`src/rtl/fetch_stage.sv`:
```
// Instruction fetch stage: PC register, IF/ID pipeline register, halt FSM and
// fetch/stall event counters. Redirect beats stall, stall beats halt.
module fetch_stage #(
  parameter logic [31:0] RESET_PC   = 32'h00000000,
  parameter logic [31:0] HALT_INSTR = 32'h00000073,
  parameter logic [31:0] NOP_INSTR  = 32'h00000013
) (
  input  logic        clk,
  input  logic        rst,
  input  logic        stall,
  input  logic        redirect_valid,
  input  logic [31:0] redirect_pc,
  output logic [31:0] imem_addr,
  input  logic [31:0] imem_instr,
  output logic [31:0] if_id_pc,
  output logic [31:0] if_id_pc4,
  output logic [31:0] if_id_instr,
  output logic        if_id_valid,
  output logic        halted,
  output logic [31:0] fetch_count,
  output logic [31:0] stall_count
);

  typedef enum logic {RUN = 1'b0, HALT = 1'b1} state_t;

  state_t      state, state_nx;
  logic [31:0] pc, pc_nx;
  logic [31:0] ifpc_nx, ifinstr_nx;
  logic        ifvalid_nx;
  logic [31:0] fcnt_nx, scnt_nx;

  always_ff @(posedge clk or posedge rst) begin
    if (rst) begin
      state       <= RUN;
      pc          <= RESET_PC;
      if_id_pc    <= 32'h0;
      if_id_instr <= NOP_INSTR;
      if_id_valid <= 1'b0;
      fetch_count <= 32'h0;
      stall_count <= 32'h0;
    end else begin
      state       <= state_nx;
      pc          <= pc_nx;
      if_id_pc    <= ifpc_nx;
      if_id_instr <= ifinstr_nx;
      if_id_valid <= ifvalid_nx;
      fetch_count <= fcnt_nx;
      stall_count <= scnt_nx;
    end
  end

  always_comb begin
    state_nx   = state;
    pc_nx      = pc;
    ifpc_nx    = if_id_pc;
    ifinstr_nx = if_id_instr;
    ifvalid_nx = if_id_valid;
    fcnt_nx    = fetch_count;
    scnt_nx    = stall_count;
    if (redirect_valid) begin
      // Flush: the word fetched this cycle is on the wrong path.
      state_nx   = RUN;
      pc_nx      = {redirect_pc[31:2], 2'b00};
      ifpc_nx    = 32'h0;
      ifinstr_nx = NOP_INSTR;
      ifvalid_nx = 1'b0;
    end else if (stall) begin
      scnt_nx = stall_count + 32'd1;
    end else begin
      case (state)
        RUN: begin
          pc_nx      = pc + 32'd4;
          ifpc_nx    = pc;
          ifinstr_nx = imem_instr;
          ifvalid_nx = 1'b1;
          fcnt_nx    = fetch_count + 32'd1;
          if (imem_instr == HALT_INSTR) state_nx = HALT;
        end
        HALT: begin
          ifpc_nx    = 32'h0;
          ifinstr_nx = NOP_INSTR;
          ifvalid_nx = 1'b0;
        end
        default: state_nx = RUN;
      endcase
    end
  end

  assign imem_addr = pc;
  assign if_id_pc4 = if_id_pc + 32'd4;
  assign halted    = (state == HALT);

endmodule

```
`config.mk`:
```
export PLATFORM = sky130hd
export DESIGN_NAME = fetch_stage
export DESIGN_NICKNAME = d
export VERILOG_FILES = /design/src/rtl/fetch_stage.sv
export SDC_FILE = /design/constraint.sdc
export NUM_CORES = 1
export LEC_CHECK = 0
export CORE_MARGIN = 2
export CORE_UTILIZATION = 31
export DETAILED_ROUTE_END_ITERATION = 10
export PLACE_DENSITY = 0.63
export SETUP_SLACK_MARGIN = 0.02
export SYNTH_ARGS = -nofsm -noshare
export SYNTH_HDL_FRONTEND = slang
export SYNTH_SLANG_ARGS = --single-unit
```
`constraint.sdc`:
```
create_clock -name clk -period 6.3 [get_ports clk]
set_input_delay 1.26 -clock clk [delete_from_list [all_inputs] [get_ports clk]]
set_output_delay 1.26 -clock clk [all_outputs]
set_load 0.01 [all_outputs]
```
# After elaboration in Yosys (flattened, before gate mapping)
# Cells that the tools add are included.
dict set report op_classes {
  n_addsub 4
  eq_ne 3
  muxes 16
  bitwise_logic 3
  n_reduce_logical 3
}
# cell n
set op_table {}
lappend op_table {{32-bit 2-to-1 mux} 7}
lappend op_table {{32-bit one-hot mux with 2 select lines} 2}
lappend op_table {{32-bit by 1-bit adder with 32-bit output (second input constant)} 2}
lappend op_table {{32-bit by 3-bit adder with 32-bit output (second input constant)} 2}
lappend op_table {{32-bit by 7-bit == test with 1-bit output (second input constant)} 1}
lappend op_table {{1-bit 2-to-1 mux} 6}
lappend op_table {{2-bit AND reduction} 2}
lappend op_table {{1-bit inverter} 3}
lappend op_table {{3-bit AND reduction} 1}
lappend op_table {{2-bit by 1-bit != test with 1-bit output (second input constant)} 1}
lappend op_table {{2-bit != test (second input constant)} 1}
lappend op_table {{1-bit one-hot mux with 2 select lines} 1}
dict set report word_totals {
  register_bits 162
}

# Logic depth before layout (Yosys ltp)
dict set report logic_depth {
  ltp_word 5
  mapped_depth 6
  ltp_nobuf 5
}

# Least setup slack after synthesis
# No wires, ideal clock.
dict set report synth_path {
  path_type {register to output}
  start {reg if_id_pc[3]}
  end {out if_id_pc4[30]}
  arrival_time_ns 1.785
  required_ns 5.040
  path_slack_ns 3.255
  path_stages_with_launch 6
  path_buffers 0
  cell_sequence {dfrtp_1 > ha_1 > inv_1 > nor4_2 > nand4_1 > xnor2_1}
}
dict set report synth_between {
  elab_chain_cells 1
}
# item line
set synth_lines {}
lappend synth_lines {{start: declaration} 15} ;# output logic [31:0] if_id_pc,
lappend synth_lines {{start signal: assignment} 44} ;# if_id_pc <= ifpc_nx;
lappend synth_lines {{32-bit by 3-bit adder with 32-bit output} 90} ;# assign if_id_pc4 = if_id_pc + 32'd4;
lappend synth_lines {{end: declaration} 16} ;# output logic [31:0] if_id_pc4,
# Every way passes these cells.

# Worst setup path in the final report
# Ends and elaborated chain as after synthesis.

==> results.json <==
{
  "cts_resized": 0,
  "fmax_mhz": 223,
  "route.detailed.drc": 0,
  "max-slew-margin-rel_pct": 23.1,
  "synth.most_common_cell": "dfrtp_1",
  "wl_per_cell_um": 17.9,
  "avgSynthCellArea_sq_um": 10.7,
  "yosys.area.top_type_share_pct": 50.8,
  "die_area_sq_um": 26000,
  "cts_root_buf": "clkbuf_16",
  "crit_chain": "ha_1 > inv_1 > nor4_2 > nand4_1 > xnor2_1 > clkdlybuf4s50_1",
  "whs_ps": 475,
  "vdd_drop_max_v": 0.000129,
  "gp_congestion": 0.791,
  "dominantRegCellSynth": "dfrtp_1",
  "syn_inst": 720,
  "cp_slowest_cell": "nor4_2",
  "ios": 262,
  "synthArstFlopShare_pct": 100,
  "synthTopCellsByArea": "dfrtp_1 51%, xnor2_1 9.7%, a22o_1 6.3%",
  "synth-edff-count": 0,
  "cts_hold_buf": 0,
  "synthTopCellsByCount": "156 x dfrtp_1, 85 x xnor2_1, 65 x nand2_1, 55 x a22o_1, 50 x nand4_1",
  "power_density_nw_per_um2": 246,
  "setup.worst_path.start_class": "register",
  "tritoncts": "built",
  "hold_violations": 0,
  "areaGrowthSynthToFinish_pct": 44.6,
  "final_area_sq_um": 11100,
  "grt_overflow": 0,
  "io_buffer_count": 257,
  "ys.warnings.count": 0,
  "clockBufferDepth": 2,
  "leakagePower_nw": 4.40,
  "grt_pass1_wl_mm": 37.0,
  "grt_max_degree": 72,
  "setup_viol": 0,
  "insertion_delay_ps": 430,
  "clk_pin_slew_ps": 70,
  "core-area_sq_um": 24300,
  "post-route-period-util_pct": 71.1,
  "status": "finished clean",
  "period_needed_ps": 4480,
  "dieWidth_um": 161,
  "drive_gt1_share_pct": 6.25,
  "cts_max_level": 4,
  "start_util_pct": 31.6,
  "postCtsSetupBuffers": 0,
  "die_height_um": 161,
  "ys_types": 54,
  "crit_arrival_ps": 3220,
  "worst_pin_slew_ps": 1140,
  "hpwl_mm": 16.6,
  "cts_made_buffers": 17,
  "vias_per_cell": 5.09,
  "synth_seq_area_share_pct": 51.9,
  "antenna_found_initial": 1,
  "grt_use_total_pct": 18.0,
  "num_vias": 6620,
  "totalNegativeSetupSlack_ps": 0,
  "wl_mm": 23.2,
  "critPathRequiredTime_ps": 5040,
  "rows": 57,
  "fin_skew_ps": 12.1,
  "synth_seq_cells": 159,
  "synth_area_sq_um": 7680,
  "crit_path_max_fanout": 9,
  "grt_pass1_vias": 6426,
  "first_iter_violations": 422,
  "drv_cap": 0,
  "slowest_delay_ps": 980,
  "path_class": "register to primary output",
  "first_pass_iters": 7,
  "holdCritPathClass": "register to register",
  "clock-sinks": 159,
  "dpl_cell_area_sq_um": 10500,
  "critPathCaptureType": "primary output",
  "route.antenna.remaining_nets": 0,
  "nets": 1036,
  "synth_largest_area_cell": "dfrtp_1",
  "rsz0062_at_grt": "no",
  "final_max_slew_viol_count": 0
}
-- final cells by class --
| class | instances | area [sq um] |
|---|---|---|
| repair buffers | 261 | 2600 |
| flip-flops and latches | 159 | 3980 |
| clock buffers | 19 | 453 |
| well taps | 324 | 405 |
| fillers | 2277 | 13200 |
| diodes | 1 | 2.50 |
| multi-input cells | 512 | 3490 |
| inverters | 13 | 53.8 |
| clock inverters | 12 | 123 |
-- critical path: cells and delay by family (launching register included) --
| family | cells | cell delay (ps) |
|---|---|---|
| DFF | 1 | 440 |
| xor gates and xnor gates | 1 | 210 |
| adders and majority gates | 1 | 280 |
| buffers and inverters | 2 | 650 |
| and+or+nand+nor | 2 | 1210 |
-- sequential cells by signal, indices dropped and copies added, names as in the netlist --
signal	flops
fetch_count	32
halted	1
if_id_instr	32
if_id_pc	31
if_id_valid	1
imem_addr	30
stall_count	32
-- cell families (layout without fill, tap and decap cells) --
| kind of cell | count (synthesis) | after routing | share of synthesized area, % |
|---|---|---|---|
| XOR/XNOR | 102 | 102 | 11.6 |
| AND/OR/NAND/NOR | 292 | 292 | 21.5 |
| AO/OA/AOI/OAI | 109 | 109 | 11.0 |
| other | 1 | 3 | 0.0488 |
| multiplexers | 3 | 3 | 0.391 |
| buffers and inverters | 50 | 305 | 2.95 |
| flip-flops | 159 | 159 | 51.9 |
| adder cells (fa/ha/maj) | 4 | 4 | 0.652 |
-- power breakdown --
part | internal (mW) | switching [mW]
clock | 0.573 | 0.456
combinational | 0.271 | 0.212
sequential | 1.10 | 0.120
-- cell usage in the layout (no fill, tap or decap), types with 5 or more instances in the layout --
| cell | netlist | routed |
|---|---|---|
| and3_1 | 17 | 17 |
| xnor2_1 | 85 | 85 |
| o31ai_1 | 5 | 5 |
| dfrtp_1 | 156 | 156 |
| xor2_1 | 17 | 17 |
| nor4_1 | 17 | 17 |
| and4_1 | 8 | 8 |
| nor3_1 | 15 | 14 |
| a31oi_1 | 11 | 11 |
| nor2_1 | 31 | 31 |
| o21ai_0 | 19 | 19 |
| or4_1 | 7 | 7 |
| a22o_1 | 55 | 55 |
| nand2_1 | 65 | 65 |
| inv_6 | 0 | 6 |
| and2_1 | 7 | 7 |
| clkbuf_16 | 0 | 17 |
| nand4_1 | 50 | 50 |
| inv_1 | 13 | 12 |
| nand3_1 | 41 | 41 |
| nand2b_1 | 5 | 5 |
| clkdlybuf4s50_1 | 0 | 256 |
-- through the flow --
stage	std cells	setup slack (ps)	total power, mW	util (%)
after detailed placement	1269	2200	1.72	43.3
final	1301	1820	2.73	45.7
after floorplan	721	753	1.42	-
after global routing	1301	1540	2.85	45.7
after CTS	1300	1730	2.76	45.7
after global placement	1269	2260	1.72	43.3
-- routing by layer --
layer	track usage, %	wire length, um	up-vias	share of wire, %
met2	28.1	10800	203	47
met5	0	0	-	0
li1	-	-	3141	-
met4	5.52	387	0	1.7
met1	24.9	10600	3254	46
met3	4.26	1380	22	5.9
-- path summary, 6_finish.rpt --
kind                                   start         endpoint  slack [ps]  depth (start not counted)
worst min-delay path             if_id_valid      if_id_valid         470                          2
worst max-delay path             if_id_pc[3]    if_id_pc4[30]        1820                          6
min in group asynchronous                rst  fetch_count[23]        1300                          2
worst min register to register   if_id_valid      if_id_valid         470                          2
max in group asynchronous                rst   fetch_count[4]        3800                          3
worst max register to register  imem_addr[8]    imem_addr[21]        3860                          4
Power figures use the tool's default switching activity.
==> patch 1, RTL diff (config.mk and constraints unchanged) <==
Register the output `stall_count` once more, with the module's reset; this adds one clock of latency there. The other outputs are not delayed to match.
--- a/src/rtl/fetch_stage.sv
+++ b/src/rtl/fetch_stage.sv
@@ -23,6 +23,8 @@
 
   typedef enum logic {RUN = 1'b0, HALT = 1'b1} state_t;
 
+  logic [31:0] stall_count_s0;
+
   state_t      state, state_nx;
   logic [31:0] pc, pc_nx;
   logic [31:0] ifpc_nx, ifinstr_nx;
@@ -37,7 +39,7 @@
       if_id_instr <= NOP_INSTR;
       if_id_valid <= 1'b0;
       fetch_count <= 32'h0;
-      stall_count <= 32'h0;
+      stall_count_s0 <= 32'h0;
     end else begin
       state       <= state_nx;
       pc          <= pc_nx;
@@ -45,7 +47,7 @@
       if_id_instr <= ifinstr_nx;
       if_id_valid <= ifvalid_nx;
       fetch_count <= fcnt_nx;
-      stall_count <= scnt_nx;
+      stall_count_s0 <= scnt_nx;
     end
   end
 
@@ -56,7 +58,7 @@
     ifinstr_nx = if_id_instr;
     ifvalid_nx = if_id_valid;
     fcnt_nx    = fetch_count;
-    scnt_nx    = stall_count;
+    scnt_nx    = stall_count_s0;
     if (redirect_valid) begin
       // Flush: the word fetched this cycle is on the wrong path.
       state_nx   = RUN;
@@ -65,7 +67,7 @@
       ifinstr_nx = NOP_INSTR;
       ifvalid_nx = 1'b0;
     end else if (stall) begin
-      scnt_nx = stall_count + 32'd1;
+      scnt_nx = stall_count_s0 + 32'd1;
     end else begin
       case (state)
         RUN: begin
@@ -90,5 +92,13 @@
   assign if_id_pc4 = if_id_pc + 32'd4;
   assign halted    = (state == HALT);
 
+  always_ff @(posedge clk or posedge rst) begin
+    if (rst) begin
+      stall_count <= '0;
+    end else begin
+      stall_count <= stall_count_s0;
+    end
+  end
+
 endmodule
 
Function: changed (a bounded check fails within 4 cycles, from zero or initial values and one cycle with rst high).
==> patch 1 against the original RTL <==
Die area up 9.4%; utilization is 1.2 points lower; worst hold slack lost 70 ps; final cell count rose by 4.1%; total power grew 11%; wire length rose by 4.0%; sequential cell count increased by 32; clock power up 8%; worst setup slack worse by 38 ps; maximum frequency fell by 0.84%; final area rose by 7.4%; synthesized area rose by 9.6%; combinational power fell by 1%; count of clock-buffer cells in the layout decreased by 1.
==> patch 1: results (changes against the original RTL) <==
[cells_and_area]
nNetsFinal = 1072  ; +3.5%
diodes = 0  ; -1
drive_gt1_frac = 0.0533  ; -0.00919

[yosys]
yosys-top-cells-area = dfrtp_1 (56%), xnor2_1 (7.8%), a22o_1 (5.6%)
yosysWarnings = 0  ; unchanged
yosysSeqAreaShare = 0.568  ; +0.0496
synthTopCellsByCount = dfrtp_1 (188), xnor2_1 (75), nand2_1 (70)
ys_types = 47  ; -13%
synth_area_per_cell_um2 = 11.2  ; +4.8%
async_flop_share = 1.00  ; unchanged

[power_and_ir_drop]
power_mw = 3.02  ; +11%
leakage_nw = 4.88  ; +11%
p_seq_mw = 1.43  ; +17%
p_comb_uw = 477  ; -1%
peakVddDrop_mv = 0.148  ; +14%
swShare = 0.287  ; -0.00165

[placed_design]
dp_slack_ps = 2110  ; -87.4 ps
dp.cells = 1322  ; +4.2%
placed_area_mm2 = 0.0113  ; +7.6%
gp_congestion = 0.778  ; -1.6%
portBuffers = 257  ; unchanged
post-dp-hpwl_um = 17100  ; +3.4%

[global_routing]
antenna_found_initial = 0  ; -1
grt_pass1_wl_um = 38700  ; +4.6%
grt_pass1_vias = 6796  ; +5.8%
grt_start_max_net_pins = 112  ; +56%
grtUsageTotal = 0.172  ; -0.00864

[sta]
hold_slack_ps = 404  ; -70.4 ps
relSlewSlack = 0.169  ; -0.0624
finClkSkew_ps = 17.6  ; +5.57 ps

[route]
dr.pass1.iters = 4  ; -3
wl_per_cell_um = 17.9  ; about the same
routed_wl_um = 24200  ; +4.0%
avgViaCountPerCell = 5.04  ; -0.94%
drt_iter0_drc = 502  ; +19%

[hold_path]
min_path_type = reg2reg
hold_end = stall_count[31]$_DFF_PP0_
whs_path_depth = 0  ; -2
hp-start = stall_count_s0[31]$_DFFE_PP0P_

[worst_setup_path]
critPathTopFamily = simple AND/OR/NAND/NOR gates
worstPathMaxFanout = 8  ; -1
critPathMaxStageDelay_ps = 980  ; about the same
timing.critical_path.from = if_id_pc[2]$_DFFE_PP0N_
worstPathArrival_ps = 3260  ; +40 ps
crit_slowest_cell = nor4_2
rr_worst_depth = 4  ; unchanged
cp-endpoint = if_id_pc4[28]
r2r_setup_slack_ps = 3630  ; -230 ps
r2r-start = imem_addr[7]$_DFFE_PP0N_
worstReg2RegEnd = imem_addr[27]$_DFFE_PP0N_

[outcome]
outcome = finished, final reports clean

[cts]
worstSkewPairLatency_ps = 430  ; about the same
cts_inserted_buffers = 17  ; unchanged
clk_pin_slew_ps = 70  ; about the same
h-tree-depth = 4  ; unchanged
cts_setup_buffers = 0  ; unchanged

[patch 1: kinds of logic (layout without fill, tap and decap cells)]
| family | count (synthesis) | in the layout | share of synthesized area |
|---|---|---|---|
| compound gates | 107 | 107 | 0.0967 |
| xor+xnor | 101 | 101 | 0.105 |
| fa+ha+maj | 4 | 4 | 0.00594 |
| buf+inv | 49 | 308 | 0.0269 |
| flops | 191 | 191 | 0.568 |
| mux | 1 | 1 | 0.00119 |
| other cells | 1 | 2 | 0.000445 |
| simple gates | 299 | 299 | 0.196 |
[patch 1: layer usage]
metal  global-route usage  up-vias  wire (um)
met1                0.235     3370      11200
met2                0.275      179      11500
li1                     -     3256          -
met3               0.0393       20       1200
met5                    0        -          0
met4               0.0454        0        266
[patch 1: layout make-up]
cell class                 instances  area (um2)
fill                            2479       14900
sequential                       191        4780
multi-input combinational        514        3430
timing repair buffer             264        2630
clock buffer                      18         429
tap                              341         427
clock inverter                    14         169
inverter                          12        48.8
==> patch 2, RTL diff (config.mk and constraints unchanged) <==
Without the edit above. Set the parameter `HALT_INSTR` to 32'h00000056 (it was 32'h00000073).
--- a/src/rtl/fetch_stage.sv
+++ b/src/rtl/fetch_stage.sv
@@ -2,7 +2,7 @@
 // fetch/stall event counters. Redirect beats stall, stall beats halt.
 module fetch_stage #(
   parameter logic [31:0] RESET_PC   = 32'h00000000,
-  parameter logic [31:0] HALT_INSTR = 32'h00000073,
+  parameter logic [31:0] HALT_INSTR = 32'h00000056,
   parameter logic [31:0] NOP_INSTR  = 32'h00000013
 ) (
   input  logic        clk,
Check against the original RTL: not equivalent (a bounded check fails within 4 cycles, from zero or initial values and one cycle with rst high).
==> patch 2 against the original RTL <==
Non-clock buffer count grew 4; critical path depth stayed put; largest power group unchanged; final area shrank 2.5%; highest routed layer is now met5; total power down 3.5%; wire length shrank 7.8%; worst hold slack lost 0.56 ps; synthesized area fell by 3.7%; worst setup slack better by 380 ps; sequential cell count unchanged; clock power decreased by 5%.
==> patch 2: results (changes against the original RTL) <==
[global_routing]
grt_start_max_net_pins = 81  ; +13%
grt_pass1_vias = 6182  ; -3.8%
grt_pass1_wl_um = 34100  ; -7.9%
grtUsageTotal = 0.174  ; -0.00654
antenna_found_initial = 1  ; unchanged

[cts]
cts_setup_buffers = 0  ; unchanged
worstSkewPairLatency_ps = 420
clk_pin_slew_ps = 60

[placed_design]
post-dp-hpwl_um = 15300  ; -7.3%
gp_congestion = 0.786  ; -0.59%
dp.cells = 1231  ; -3.0%

[worst_setup_path]
crit_slowest_cell = nor4_1
worstPathArrival_ps = 2840  ; -380 ps
worstPathMaxFanout = 7  ; -2
r2r-start = fetch_count[0]$_DFFE_PP0P_
r2r_setup_slack_ps = 3790  ; -70 ps
critPathMaxStageDelay_ps = 630  ; -350 ps
rr_worst_depth = 6  ; +2
worstReg2RegEnd = fetch_count[28]$_DFFE_PP0P_

[cells_and_area]
filler_cell_count = 2233  ; -1.9%
drive_gt1_frac = 0.0593  ; -0.00318
diodes = 0  ; -1
nNetsFinal = 1003  ; -3.2%
layoutNonFillerInstCount = 1263  ; -2.9%

[power_and_ir_drop]
leakage_nw = 4.45  ; +1.0%
peakVddDrop_mv = 0.132  ; +2.1%
swShare = 0.289  ; +0.00102

[yosys]
synth_compound_area_frac = 0.0914  ; -0.0183
synthMuxAreaShare = 0.00592  ; +0.00201
synth_ff_type = dfrtp_1
synthTopCellsByCount = dfrtp_1 (156), xnor2_1 (77), nand2_1 (75)
ys_types = 42  ; -22%
synth_fa_ha_area_frac = 0.00677  ; +0.000253
async_flop_share = 1.00  ; unchanged
yosys-top-cells-area = dfrtp_1 (53%), xnor2_1 (9.1%), a22o_1 (6.8%)
synthCells = 683  ; -5.1%
synthXorXnorAreaFrac = 0.141  ; +0.0246
yosysSeqAreaShare = 0.539  ; +0.0201

[sta]
hold_slack_ps = 474  ; -0.559 ps
worst_slew_pin_slew_ps = 721  ; -423 ps
hold_violations = 0  ; unchanged
finClkSkew_ps = 8.90  ; -3.17 ps

[route]
avgViaCountPerCell = 4.87  ; -4.4%
routed_wl_um = 21400  ; -7.8%
drt_iter0_drc = 279  ; -34%
dr.pass1.iters = 6  ; -1

[hold_path]
whs_path_depth = 2  ; unchanged
hold_end = if_id_valid$_DFFE_PP0N_

[outcome]
outcome = finished, final reports clean

-- patch 2: cell types whose count changed in the layout (fill, tap and decap cells not counted), sizes merged, moves of 6 or more --
cell,unedited run,this run
a31oi,11,0
inv,19,13
nand2,65,75
nand4,51,41
nor4,21,10
o21ai,19,29
o31a,6,0
or4,9,2
xnor2,85,77
xor2,17,42
-- patch 2: final cells by class --
type                            instances  share of cell area
Tap cell                              319              0.0369
Inverter                                7             0.00289
Timing Repair Buffer                  265               0.243
Clock buffer                           17              0.0393
Clock inverter                         15              0.0120
Multi-Input combinational cell        481               0.298
Sequential cell                       159               0.368
-- patch 2: critical path, delay by kind of cell, from the launching register on --
kind          cells  cell delay [ps]
xor+xnor          1              150
buf+inv           1              580
flops             1              490
simple gates      4             1200
-- patch 2: worst max-delay path by stage --
stage | start | to | slack (ps) | cells past startpoint
2_1_floorplan | rst | fetch_count[0]$_DFFE_PP0P_ | 750 | 1
3_3_place_gp | stall | stall_count[28]$_DFFE_PP0P_ | 2100 | 6
3_5_place_dp | stall | stall_count[28]$_DFFE_PP0P_ | 2150 | 6
4_1_cts | if_id_pc[16]$_DFFE_PP0N_ | if_id_pc4[31] | 2130 | 6
5_1_grt | if_id_pc[16]$_DFFE_PP0N_ | if_id_pc4[31] | 2000 | 6
6_report | if_id_pc[16]$_DFFE_PP0N_ | if_id_pc4[31] | 2200 | 6
-- patch 2: power by group through the flow --
stage	clock (mW)	sequential [mW]	combinational, mW
finish	0.977	1.21	0.449
detailed placement	0	1.22	0.454
global route	1.05	1.22	0.488
floorplan	0	1.23	0.156
CTS	1.01	1.21	0.457
global placement	0	1.22	0.454
-- patch 2: layer usage --
metal  up-vias  GRT usage  share of wire
met1      2996      0.234           0.46
met5         -          0        0.00061
li1       2929          -              -
met3        21     0.0498          0.067
met4         2     0.0489          0.012
met2       198      0.273           0.46
-- patch 2: through the flow --
step                      instance area, um2  utilization  setup slack [ps]  power (mW)
after global routing                   10800        0.461              2000        2.76
after detailed placement               10300        0.437              2150        1.68
final                                  10800        0.461              2200        2.63
after CTS                              10800        0.461              2130        2.67
after global placement                 10300        0.437              2100        1.67
after floorplan                         7400            -               753        1.39
-- patch 2: cells by family after synthesis --
group	Yosys count
other	1
muxes	4
buffers and inverters	44
xor gates and xnor gates	119
and+or+nand+nor	262
DFF	159
AOI/OAI and AO/OA	90
adders and majority gates	4
